**src/rtl/bcd_calendar_counter.sv**
```systemverilog
// BCD calendar counter: day/month/year in BCD, one day per advance strobe.
// Optional build macro: BCD_CAL_SATURATE_EN -- hold at 9999-12-31 instead of
// wrapping to 0000-01-01.
module bcd_calendar_counter #(
  parameter logic [3:0] RST_YM = 4'd2,
  parameter logic [3:0] RST_YH = 4'd0,
  parameter logic [3:0] RST_YT = 4'd0,
  parameter logic [3:0] RST_YO = 4'd0
) (
  input  logic       clock,
  input  logic       reset,
  input  logic       advance,
  input  logic       load,
  input  logic [3:0] LdYM,
  input  logic [3:0] LdYH,
  input  logic [3:0] LdYT,
  input  logic [3:0] LdYO,
  output logic [3:0] YM,
  output logic [3:0] YH,
  output logic [3:0] YT,
  output logic [3:0] YO,
  output logic       MT,
  output logic [3:0] MO,
  output logic [1:0] DT,
  output logic [3:0] DO,
  output logic       LY,
  output logic       NewYear,
  output logic       LoadErr
);

  localparam int unsigned DigitW = 4;
  localparam logic [DigitW-1:0] Nine = 4'd9;

  // Two-digit BCD pair divisible by 4.
  function automatic logic div4(input logic [DigitW-1:0] tens, input logic [DigitW-1:0] ones);
    if (!tens[0]) return (ones == 4'd0) || (ones == 4'd4) || (ones == 4'd8);
    else          return (ones == 4'd2) || (ones == 4'd6);
  endfunction

  // Gregorian leap rule on BCD year digits.
  function automatic logic isLeap(input logic [DigitW-1:0] m, input logic [DigitW-1:0] h,
                                  input logic [DigitW-1:0] t, input logic [DigitW-1:0] o);
    if ((t == 4'd0) && (o == 4'd0)) return div4(m, h);
    else                            return div4(t, o);
  endfunction

  logic [DigitW-1:0] ymNext, yhNext, ytNext, yoNext, moNext, doNext;
  logic              mtNext, lyNext, newYearNext, loadErrNext;
  logic [1:0]        dtNext;
  logic [1:0]        lastDT;
  logic [DigitW-1:0] lastDO;
  logic              lastDay, lastMonth, ldValid;

  // Last day of the current month, as BCD tens/ones.
  always_comb begin
    lastDT = 2'd3;
    lastDO = 4'd1;
    if (!MT && (MO == 4'd2)) begin
      lastDT = 2'd2;
      lastDO = LY ? 4'd9 : 4'd8;
    end else if ((!MT && ((MO == 4'd4) || (MO == 4'd6) || (MO == 4'd9))) ||
                 (MT && (MO == 4'd1))) begin
      lastDO = 4'd0;
    end
  end

  assign lastDay   = (DT == lastDT) && (DO == lastDO);
  assign lastMonth = MT && (MO == 4'd2);
  assign ldValid   = (LdYM <= Nine) && (LdYH <= Nine) && (LdYT <= Nine) && (LdYO <= Nine);

  // Next-state: load beats advance; advance rolls day, month, then year.
  always_comb begin
    ymNext      = YM;
    yhNext      = YH;
    ytNext      = YT;
    yoNext      = YO;
    mtNext      = MT;
    moNext      = MO;
    dtNext      = DT;
    doNext      = DO;
    newYearNext = 1'b0;
    loadErrNext = 1'b0;
    if (load) begin
      if (ldValid) begin
        ymNext = LdYM;
        yhNext = LdYH;
        ytNext = LdYT;
        yoNext = LdYO;
        mtNext = 1'b0;
        moNext = 4'd1;
        dtNext = 2'd0;
        doNext = 4'd1;
      end else begin
        loadErrNext = 1'b1;
      end
    end else if (advance) begin
      if (!lastDay) begin
        if (DO == Nine) begin
          doNext = 4'd0;
          dtNext = 2'(DT + 2'd1);
        end else begin
          doNext = 4'(DO + 4'd1);
        end
      end else if (!lastMonth) begin
        dtNext = 2'd0;
        doNext = 4'd1;
        if (!MT && (MO == Nine)) begin
          mtNext = 1'b1;
          moNext = 4'd0;
        end else begin
          moNext = 4'(MO + 4'd1);
        end
      end else begin
`ifdef BCD_CAL_SATURATE_EN
        if (!((YM == Nine) && (YH == Nine) && (YT == Nine) && (YO == Nine))) begin
`else
        begin
`endif
          mtNext      = 1'b0;
          moNext      = 4'd1;
          dtNext      = 2'd0;
          doNext      = 4'd1;
          newYearNext = 1'b1;
          if (YO != Nine) yoNext = 4'(YO + 4'd1);
          else begin
            yoNext = 4'd0;
            if (YT != Nine) ytNext = 4'(YT + 4'd1);
            else begin
              ytNext = 4'd0;
              if (YH != Nine) yhNext = 4'(YH + 4'd1);
              else begin
                yhNext = 4'd0;
                ymNext = (YM == Nine) ? 4'd0 : 4'(YM + 4'd1);
              end
            end
          end
        end
      end
    end
    lyNext = isLeap(ymNext, yhNext, ytNext, yoNext);
  end

  // State register with synchronous reset.
  always_ff @(posedge clock) begin
    if (reset) begin
      YM      <= RST_YM;
      YH      <= RST_YH;
      YT      <= RST_YT;
      YO      <= RST_YO;
      MT      <= 1'b0;
      MO      <= 4'd1;
      DT      <= 2'd0;
      DO      <= 4'd1;
      LY      <= isLeap(RST_YM, RST_YH, RST_YT, RST_YO);
      NewYear <= 1'b0;
      LoadErr <= 1'b0;
    end else begin
      YM      <= ymNext;
      YH      <= yhNext;
      YT      <= ytNext;
      YO      <= yoNext;
      MT      <= mtNext;
      MO      <= moNext;
      DT      <= dtNext;
      DO      <= doNext;
      LY      <= lyNext;
      NewYear <= newYearNext;
      LoadErr <= loadErrNext;
    end
  end

endmodule

```
**config.mk**
```make
export PLATFORM = sky130hd
export DESIGN_NAME = bcd_calendar_counter
export DESIGN_NICKNAME = d
export VERILOG_FILES = /design/src/rtl/bcd_calendar_counter.sv
export SDC_FILE = /design/constraint.sdc
export NUM_CORES = 1
export LEC_CHECK = 0
export CAP_MARGIN = 20
export CELL_PAD_IN_SITES_DETAIL_PLACEMENT = 1
export CELL_PAD_IN_SITES_GLOBAL_PLACEMENT = 1
export CORE_MARGIN = 1
export CORE_UTILIZATION = 37
export CTS_CLUSTER_DIAMETER = 40
export DETAILED_ROUTE_END_ITERATION = 10
export PLACE_DENSITY = 0.76
export SETUP_SLACK_MARGIN = 0.1
export SYNTH_ARGS = -nofsm -noshare
export SYNTH_HDL_FRONTEND = slang
export SYNTH_SLANG_ARGS = --single-unit
```
**constraint.sdc**
```tcl
create_clock -name clock -period 4.14 [get_ports clock]
set_input_delay 0.414 -clock clock [delete_from_list [all_inputs] [get_ports clock]]
set_output_delay 0.414 -clock clock [all_outputs]
set_load 0.01 [all_outputs]
```
==> impl_metrics.env, run 1 <==
export IMPL_most_common_layout_cells="49 x clkdlybuf4s50_1, 34 x nand2_1, 30 x dfxtp_1"
export IMPL_synth_compound_area_share_pct=24.81
export IMPL_required_ps=4300
export IMPL_final_min_period_over_clock_period_pct=78.50
export IMPL_first_pass_iters=4
export IMPL_p_leak_nw=1.044
export IMPL_worstPathCellList="inv_1 -> ha_1 -> nor4b_4 -> mux2_4 -> or4_4 -> nand2_1 -> a311oi_1 -> a2111oi_0 -> nor4b_1 -> a32oi_1"
export IMPL_number_of_nets_with_antenna_violations_after_detailed_routing=0
export IMPL_synth_simple_area_share_pct=29.19
export IMPL_drc=0
export IMPL_dp_hpwl_mm=5.252
export IMPL_synth_xor_xnor_area_share_pct=3.450
export IMPL_overflow=0
export IMPL_post_drt_wl_per_cell_um=16.95
export IMPL_post_synth_mux_area_share_pct=6.736
export IMPL_crit_path_top_delay_cell="or4_4"
export IMPL_synth_top_family_by_area="simple AND/OR/NAND/NOR gates"
export IMPL_timing_slew_headroom_pct=53.43
export IMPL_dieArea_um2=6493
export IMPL_number_of_pins_with_negative_max_slew_slack_in_the_final_report=0
export IMPL_global_route_wire_length_before_repair_mm=11.27
export IMPL_r2r_cells=10
export IMPL_setup_viol=0
export IMPL_h_tree_depth=2
export IMPL_number_of_distinct_library_cells_after_synthesis=63
export IMPL_most_common_library_cell_in_the_layout_ignoring_fill_and_taps="clkdlybuf4s50_1"
export IMPL_vias_in_the_first_global_route=2258
export IMPL_die_width_um=80.58
export IMPL_clk_insertion_delay_late_ps=280
export IMPL_path_category_of_the_worst_min_delay_check="register to register"
export IMPL_finClkSkew_ps=7.611
export IMPL_effective_utilization_at_floorplan_pct=38.36
export IMPL_clk_root_buffer_cell="clkbuf_8"
export IMPL_total_track_usage_pct=22.26
export IMPL_critical_path_peak_fanout=7
export IMPL_setup_fix_buffers_added_after_clock_tree_synthesis=0
export IMPL_cts_clk_slew_worst_paths_ps=70
export IMPL_number_of_synthesized_flops_with_an_enable_pin=0
export IMPL_synthArstFlopShare_pct=0
export IMPL_worst_setup_path_type="register to register"
export IMPL_synth_adder_area_share_pct=4.381
export IMPL_cp_slowest_stage_delay_ps=600
export IMPL_timing_final_crit_period_ps=3250
export IMPL_peak_freq_ghz=0.3077
export IMPL_synth_seq_cells=30
export IMPL_max_vdd_ir_drop_uv=122.5
export IMPL_cp_arrival_ps=3410
export IMPL_synth_cells=286
export IMPL_post_place_ws_ps=844.6
export IMPL_grt_antenna_before_repair=0
export IMPL_synth_net_count=314
export IMPL_synth_ff_type="dfxtp_1"
export IMPL_min_path_cells=2
export IMPL_num_vias=2340
export IMPL_max_cap_violations=0
export IMPL_synthesis_area_per_instance_um2=7.988
export IMPL_worst_slew_pin_slew_ps=689.8
export IMPL_wirelength_mm=6.914
export IMPL_tritoncts_clock_tree="done"
export IMPL_vertical_extent_of_the_die_um=80.58
export IMPL_placeableCoreArea_um2=5956
export IMPL_ios=50
export IMPL_rsz0062_at_grt="false"
export IMPL_drive_gt1_share_pct=10.21
export IMPL_synth_yosys_seq_area_share_pct=26.29
export IMPL_post_cts_resized=0
export IMPL_setup_slack_ps=890.3
export IMPL_crit_path_start_kind="register"
export IMPL_cts_buffers=5
export IMPL_cellPowerDensity_nw_per_um2=233.7
export IMPL_antenna_cells=0
export IMPL_nets=361
export IMPL_drtIter0Drc=55
export IMPL_post_drt_via_cell_ratio=5.735
export IMPL_ctsLongestPathBuffers=2
export IMPL_placementRows=28
export IMPL_area_growth_synth_to_final_pct=27.66
export IMPL_timing_hold_violations_final=0
export IMPL_syn_area_um2=2285
export IMPL_cts_hold_buf=0
export IMPL_gp_congestion=0.8003
export IMPL_run_status="completed"
export IMPL_portBuffers=49
export IMPL_clock_sink_count=30
export IMPL_grt_max_degree=34
export IMPL_yosys_warnings=0
export IMPL_critical_path_endpoint_type="register"
export IMPL_setup_tns_ps=0
state kept, by name, summed over array words and instances, names as in the netlist:
name	count
LY	1
MT	1
LoadErr	1
DT	2
NewYear	1
YH	4
YT	4
DO	4
YO	4
MO	4
YM	4
worst paths after layout:
| path | from | to | slack [ps] |
|---|---|---|---|
| setup / recovery | MO[0] | LY | 890 |
| hold / removal | MO[1] | MO[1] | 540 |
| setup reg to reg | MO[0] | LY | 890 |
| hold reg to reg | MO[1] | MO[1] | 540 |
Yosys cell counts, types with 2 or more instances:
cell type	number	area share, %
or2b_1	2	0.66
nand3_1	8	1.8
nand4_1	5	1.4
a21oi_1	13	2.8
a2111oi_0	3	1.2
nand2b_1	4	1.1
dfxtp_1	30	26
a211oi_1	6	2.0
ha_1	8	4.4
nor3_1	8	1.8
nor2_1	27	4.4
and3_1	4	1.1
nor3b_1	5	1.6
o21ai_0	20	4.4
nand2_1	34	5.6
xnor2_1	5	1.9
mux2_2	7	3.5
buf_6	2	0.99
a31oi_1	2	0.55
o2111ai_1	2	0.77
a2bb2oi_1	2	0.77
mux2i_1	6	2.6
and2_1	5	1.4
clkbuf_1	11	1.8
inv_1	13	2.1
nor4b_1	2	0.77
a22oi_1	2	0.66
xor2_1	4	1.5
a2111oi_4	2	2.4
nand4b_1	3	1.2
nor2b_1	3	0.82
or4_4	2	0.99
a32oi_1	2	0.77
o211ai_1	5	1.6
where the power goes:
group          switching [mW]  internal [mW]  leakage (nW)
logic                  0.0694         0.0696         0.756
registers              0.0171          0.300         0.244
clock network           0.113          0.113        0.0438
total                   0.199          0.482          1.04
cell families after synthesis:
kind of cell / count (synthesis)
multiplexers: 14
adder cells (fa/ha/maj): 8
XOR/XNOR: 9
flip-flops: 30
AND/OR/NAND/NOR: 123
AO/OA/AOI/OAI: 75
buffers and inverters: 27
routing by layer:
metal / track usage [%] / wire length, um / vias up / part of all wire [%]
met5: 0 / 0 / - / 0
met4: 3.571 / 40 / 0 / 0.58
met3: 3.182 / 257 / 4 / 3.7
met2: 39.49 / 3276 / 49 / 47
met1: 28.67 / 3340 / 1137 / 48
li1: - / - / 1150 / -
worst max-delay path: cells and delay by family, from the launching register on:
kind                       cells  cell delay, ps
buffers and inverters          1             110
and+or+nand+nor                4            1380
DFF                            1             370
adders and majority gates      1             190
AOI/OAI and AO/OA              3             740
muxes                          1             340
through the flow:
| stage | std cells | power, mW | util, % | cell area (um^2) | hold WS [ps] |
|---|---|---|---|---|---|
| detailed placement | 401 | 0.4623 | 47.65 | 2838 | 524.3 |
| floorplan | 286 | 0.3936 | - | 2285 | 503.7 |
| finish | 408 | 0.6815 | 48.97 | 2917 | 539.7 |
| global route | 408 | 0.7130 | 48.97 | 2917 | 562.7 |
| CTS | 408 | 0.6869 | 48.97 | 2917 | 534.9 |
| global placement | 401 | 0.4598 | 47.65 | 2838 | 507.5 |
layout make-up:
cell class                 instances  area [um^2]
tap                               75        93.84
clock buffer                       5        68.82
inverter                          13        48.80
timing repair buffer              54        528.0
clock inverter                     2        10.01
sequential                        30        600.6
fill                             748         3039
multi-input combinational        229         1567
(Power assumes the default switching activity.)
==> run 2: changes to the inputs <==
CORE_UTILIZATION = 34   (was 37)
PLACE_DENSITY = 0.73   (was 0.76)
clock period = 2.9 ns   (was 4.14 ns; I/O delays follow)
==> run 2 against run 1 <==
The flow now finishes with violations (design-rule violations, negative setup slack); utilization rose by 2.9 points; register-to-register slack worse by 910 ps; hold slack worse by 12 ps; cell count increased by 8.8%; power grew 61%; clock skew shrank 1.7 ps; critical path type unchanged; critical endpoint unchanged.
==> impl_metrics.env, run 2 (same netlist as run 1, synthesis figures left out) <==
export IMPL_run_status="complete, but fails checks"
export IMPL_failing_checks="design-rule violations, negative setup slack"
export IMPL_multiInputGateArea_um2=1693
export IMPL_peak_freq_ghz=0.3425
export IMPL_num_vias=2512
export IMPL_grt_antenna_before_repair=0
export IMPL_global_route_wire_length_before_repair_mm=12.72
export IMPL_crit_path_start_kind="register"
export IMPL_dieArea_um2=7052
export IMPL_clock_sink_count=30
export IMPL_h_tree_depth=2
export IMPL_critical_path_endpoint_type="register"
export IMPL_p_leak_nw=1.230
export IMPL_fillerInstances=772
export IMPL_path_category_of_the_worst_min_delay_check="register to register"
export IMPL_cellPowerDensity_nw_per_um2=329.7
export IMPL_effective_utilization_at_floorplan_pct=35.57
export IMPL_first_pass_iters=7
export IMPL_setup_slack_ps=-19.47
export IMPL_number_of_pins_with_negative_max_slew_slack_in_the_final_report=0
export IMPL_final_min_period_over_clock_period_pct=100.7
export IMPL_nets=394
export IMPL_antenna_cells=0
export IMPL_vias_in_the_first_global_route=2474
export IMPL_endpoint_of_the_worst_slack_reg_to_reg_timing_path="LY"
export IMPL_ctsLongestPathBuffers=2
export IMPL_portBuffers=49
export IMPL_rsz0062_at_grt="true"
export IMPL_wirelength_mm=7.998
export IMPL_cts_buffers=5
export IMPL_instances_no_fill=444
export IMPL_setup_viol=1
export IMPL_dp_hpwl_mm=5.647
export IMPL_most_common_layout_cells="49 x clkdlybuf4s50_1, 37 x buf_4, 32 x nand2_1"
export IMPL_total_track_usage_pct=22.72
export IMPL_most_common_library_cell_in_the_layout_ignoring_fill_and_taps="clkdlybuf4s50_1"
export IMPL_grt_max_degree=33
export IMPL_cp_arrival_ps=3130
export IMPL_tritoncts_clock_tree="done"
export IMPL_die_width_um=83.98
export IMPL_timing_slew_headroom_pct=58.62
export IMPL_cp_endpoint="LY"
export IMPL_max_vdd_ir_drop_uv=176.9
export IMPL_area_growth_synth_to_final_pct=45.89
export IMPL_cts_clk_slew_worst_paths_ps=70
export IMPL_max_cap_violations=0
export IMPL_placeableCoreArea_um2=6422
export IMPL_vertical_extent_of_the_die_um=83.98
export IMPL_r2r_start="MO[0]"
export IMPL_critical_path_peak_fanout=4
export IMPL_place_detailed_instances=428
export IMPL_ios=50
export IMPL_gp_congestion=0.8144
export IMPL_post_drt_via_cell_ratio=5.658
export IMPL_critPathLaunch="MO[0]"
export IMPL_worst_setup_path_type="register to register"
export IMPL_worst_r2r_setup_slack_ps=-20
export IMPL_cts_hold_buf=0
export IMPL_clk_insertion_delay_late_ps=290
export IMPL_worst_slew_pin_slew_ps=612.9
export IMPL_drtIter0Drc=109
export IMPL_r2r_cells=11
export IMPL_required_ps=3110
export IMPL_clk_root_buffer_cell="clkbuf_8"
export IMPL_drive_gt1_share_pct=24.52
export IMPL_timing_hold_violations_final=0
export IMPL_drc=7
export IMPL_timing_final_crit_period_ps=2919
export IMPL_setup_tns_ps=-19.47
export IMPL_overflow=0
export IMPL_finClkSkew_ps=5.946
export IMPL_post_drt_wl_per_cell_um=18.01
export IMPL_number_of_nets_with_antenna_violations_after_detailed_routing=0
export IMPL_placementRows=29
export IMPL_area_sequential_um2=606.8
-- run 2: area by class of cell --
type / instances / share of cell area [%]
Clock buffer: 5 / 2.065
Clock inverter: 3 / 1.201
Timing Repair Buffer: 87 / 23.39
Tap cell: 77 / 2.890
Multi-Input combinational cell: 229 / 50.79
Sequential cell: 30 / 18.21
Inverter: 13 / 1.464
-- run 2: worst min path at each step --
stage                      from       to  slack (ps)  cells after the start
after floorplan           reset  NewYear         380                      1
after global placement    DT[0]    DT[0]         510                      2
after detailed placement  DT[0]    DT[0]         520                      2
after CTS                 DT[0]    DT[0]         530                      2
after global routing      DT[0]    DT[0]         570                      2
final                     DT[0]    DT[0]         530                      2
-- run 2: metal layers --
| metal | up-vias | part of all wire [%] | GRT usage, % |
|---|---|---|---|
| met1 | 1221 | 47 | 29.24 |
| li1 | 1213 | - | - |
| met5 | - | 0 | 0 |
| met4 | 0 | 1.6 | 6.426 |
| met3 | 15 | 3.4 | 3.462 |
| met2 | 63 | 48 | 39.12 |
-- run 2: repair_timing --
item / CTS / global route
gates resized for setup: 12 / 13
gates cloned: 0 / 0
setup buffers: 0 / 9
setup endpoints to repair: 2 / 4
endpoints found under the hold margin: 0 / 0
pin swaps: 5 / 11
-- run 2: stage by stage --
stage / cell area [um^2] / setup WS [ps] / util (%) / total power [mW] / hold WS, ps
after CTS: 3227 / 12.16 / 50.24 / 1.104 / 531.0
after global placement: 3058 / 5.462 / 47.61 / 0.6722 / 505.4
after global routing: 3333 / -139.9 / 51.90 / 1.155 / 567.5
after detailed placement: 3058 / -82.16 / 47.61 / 0.6755 / 520.1
final: 3333 / -19.47 / 51.90 / 1.099 / 527.4
after floorplan: 2315 / 105.6 / - / 0.5641 / 379.7
-- run 2: where the power goes --
| part | internal, mW | switching (mW) |
|---|---|---|
| Combinational | 0.117 | 0.110 |
| Sequential | 0.427 | 0.0254 |
| Clock | 0.253 | 0.167 |
-- run 2: critical path, cell delays in order, from the launching register on --
cell	delay [ps]
dfxtp_4	350
inv_2	70
ha_4	140
nor4b_4	230
mux2_4	340
or4_4	580
buf_4	180
a2111oi_4	310
xnor2_1	140
o31ai_2	220
a21oi_1	70
a32oi_1	210
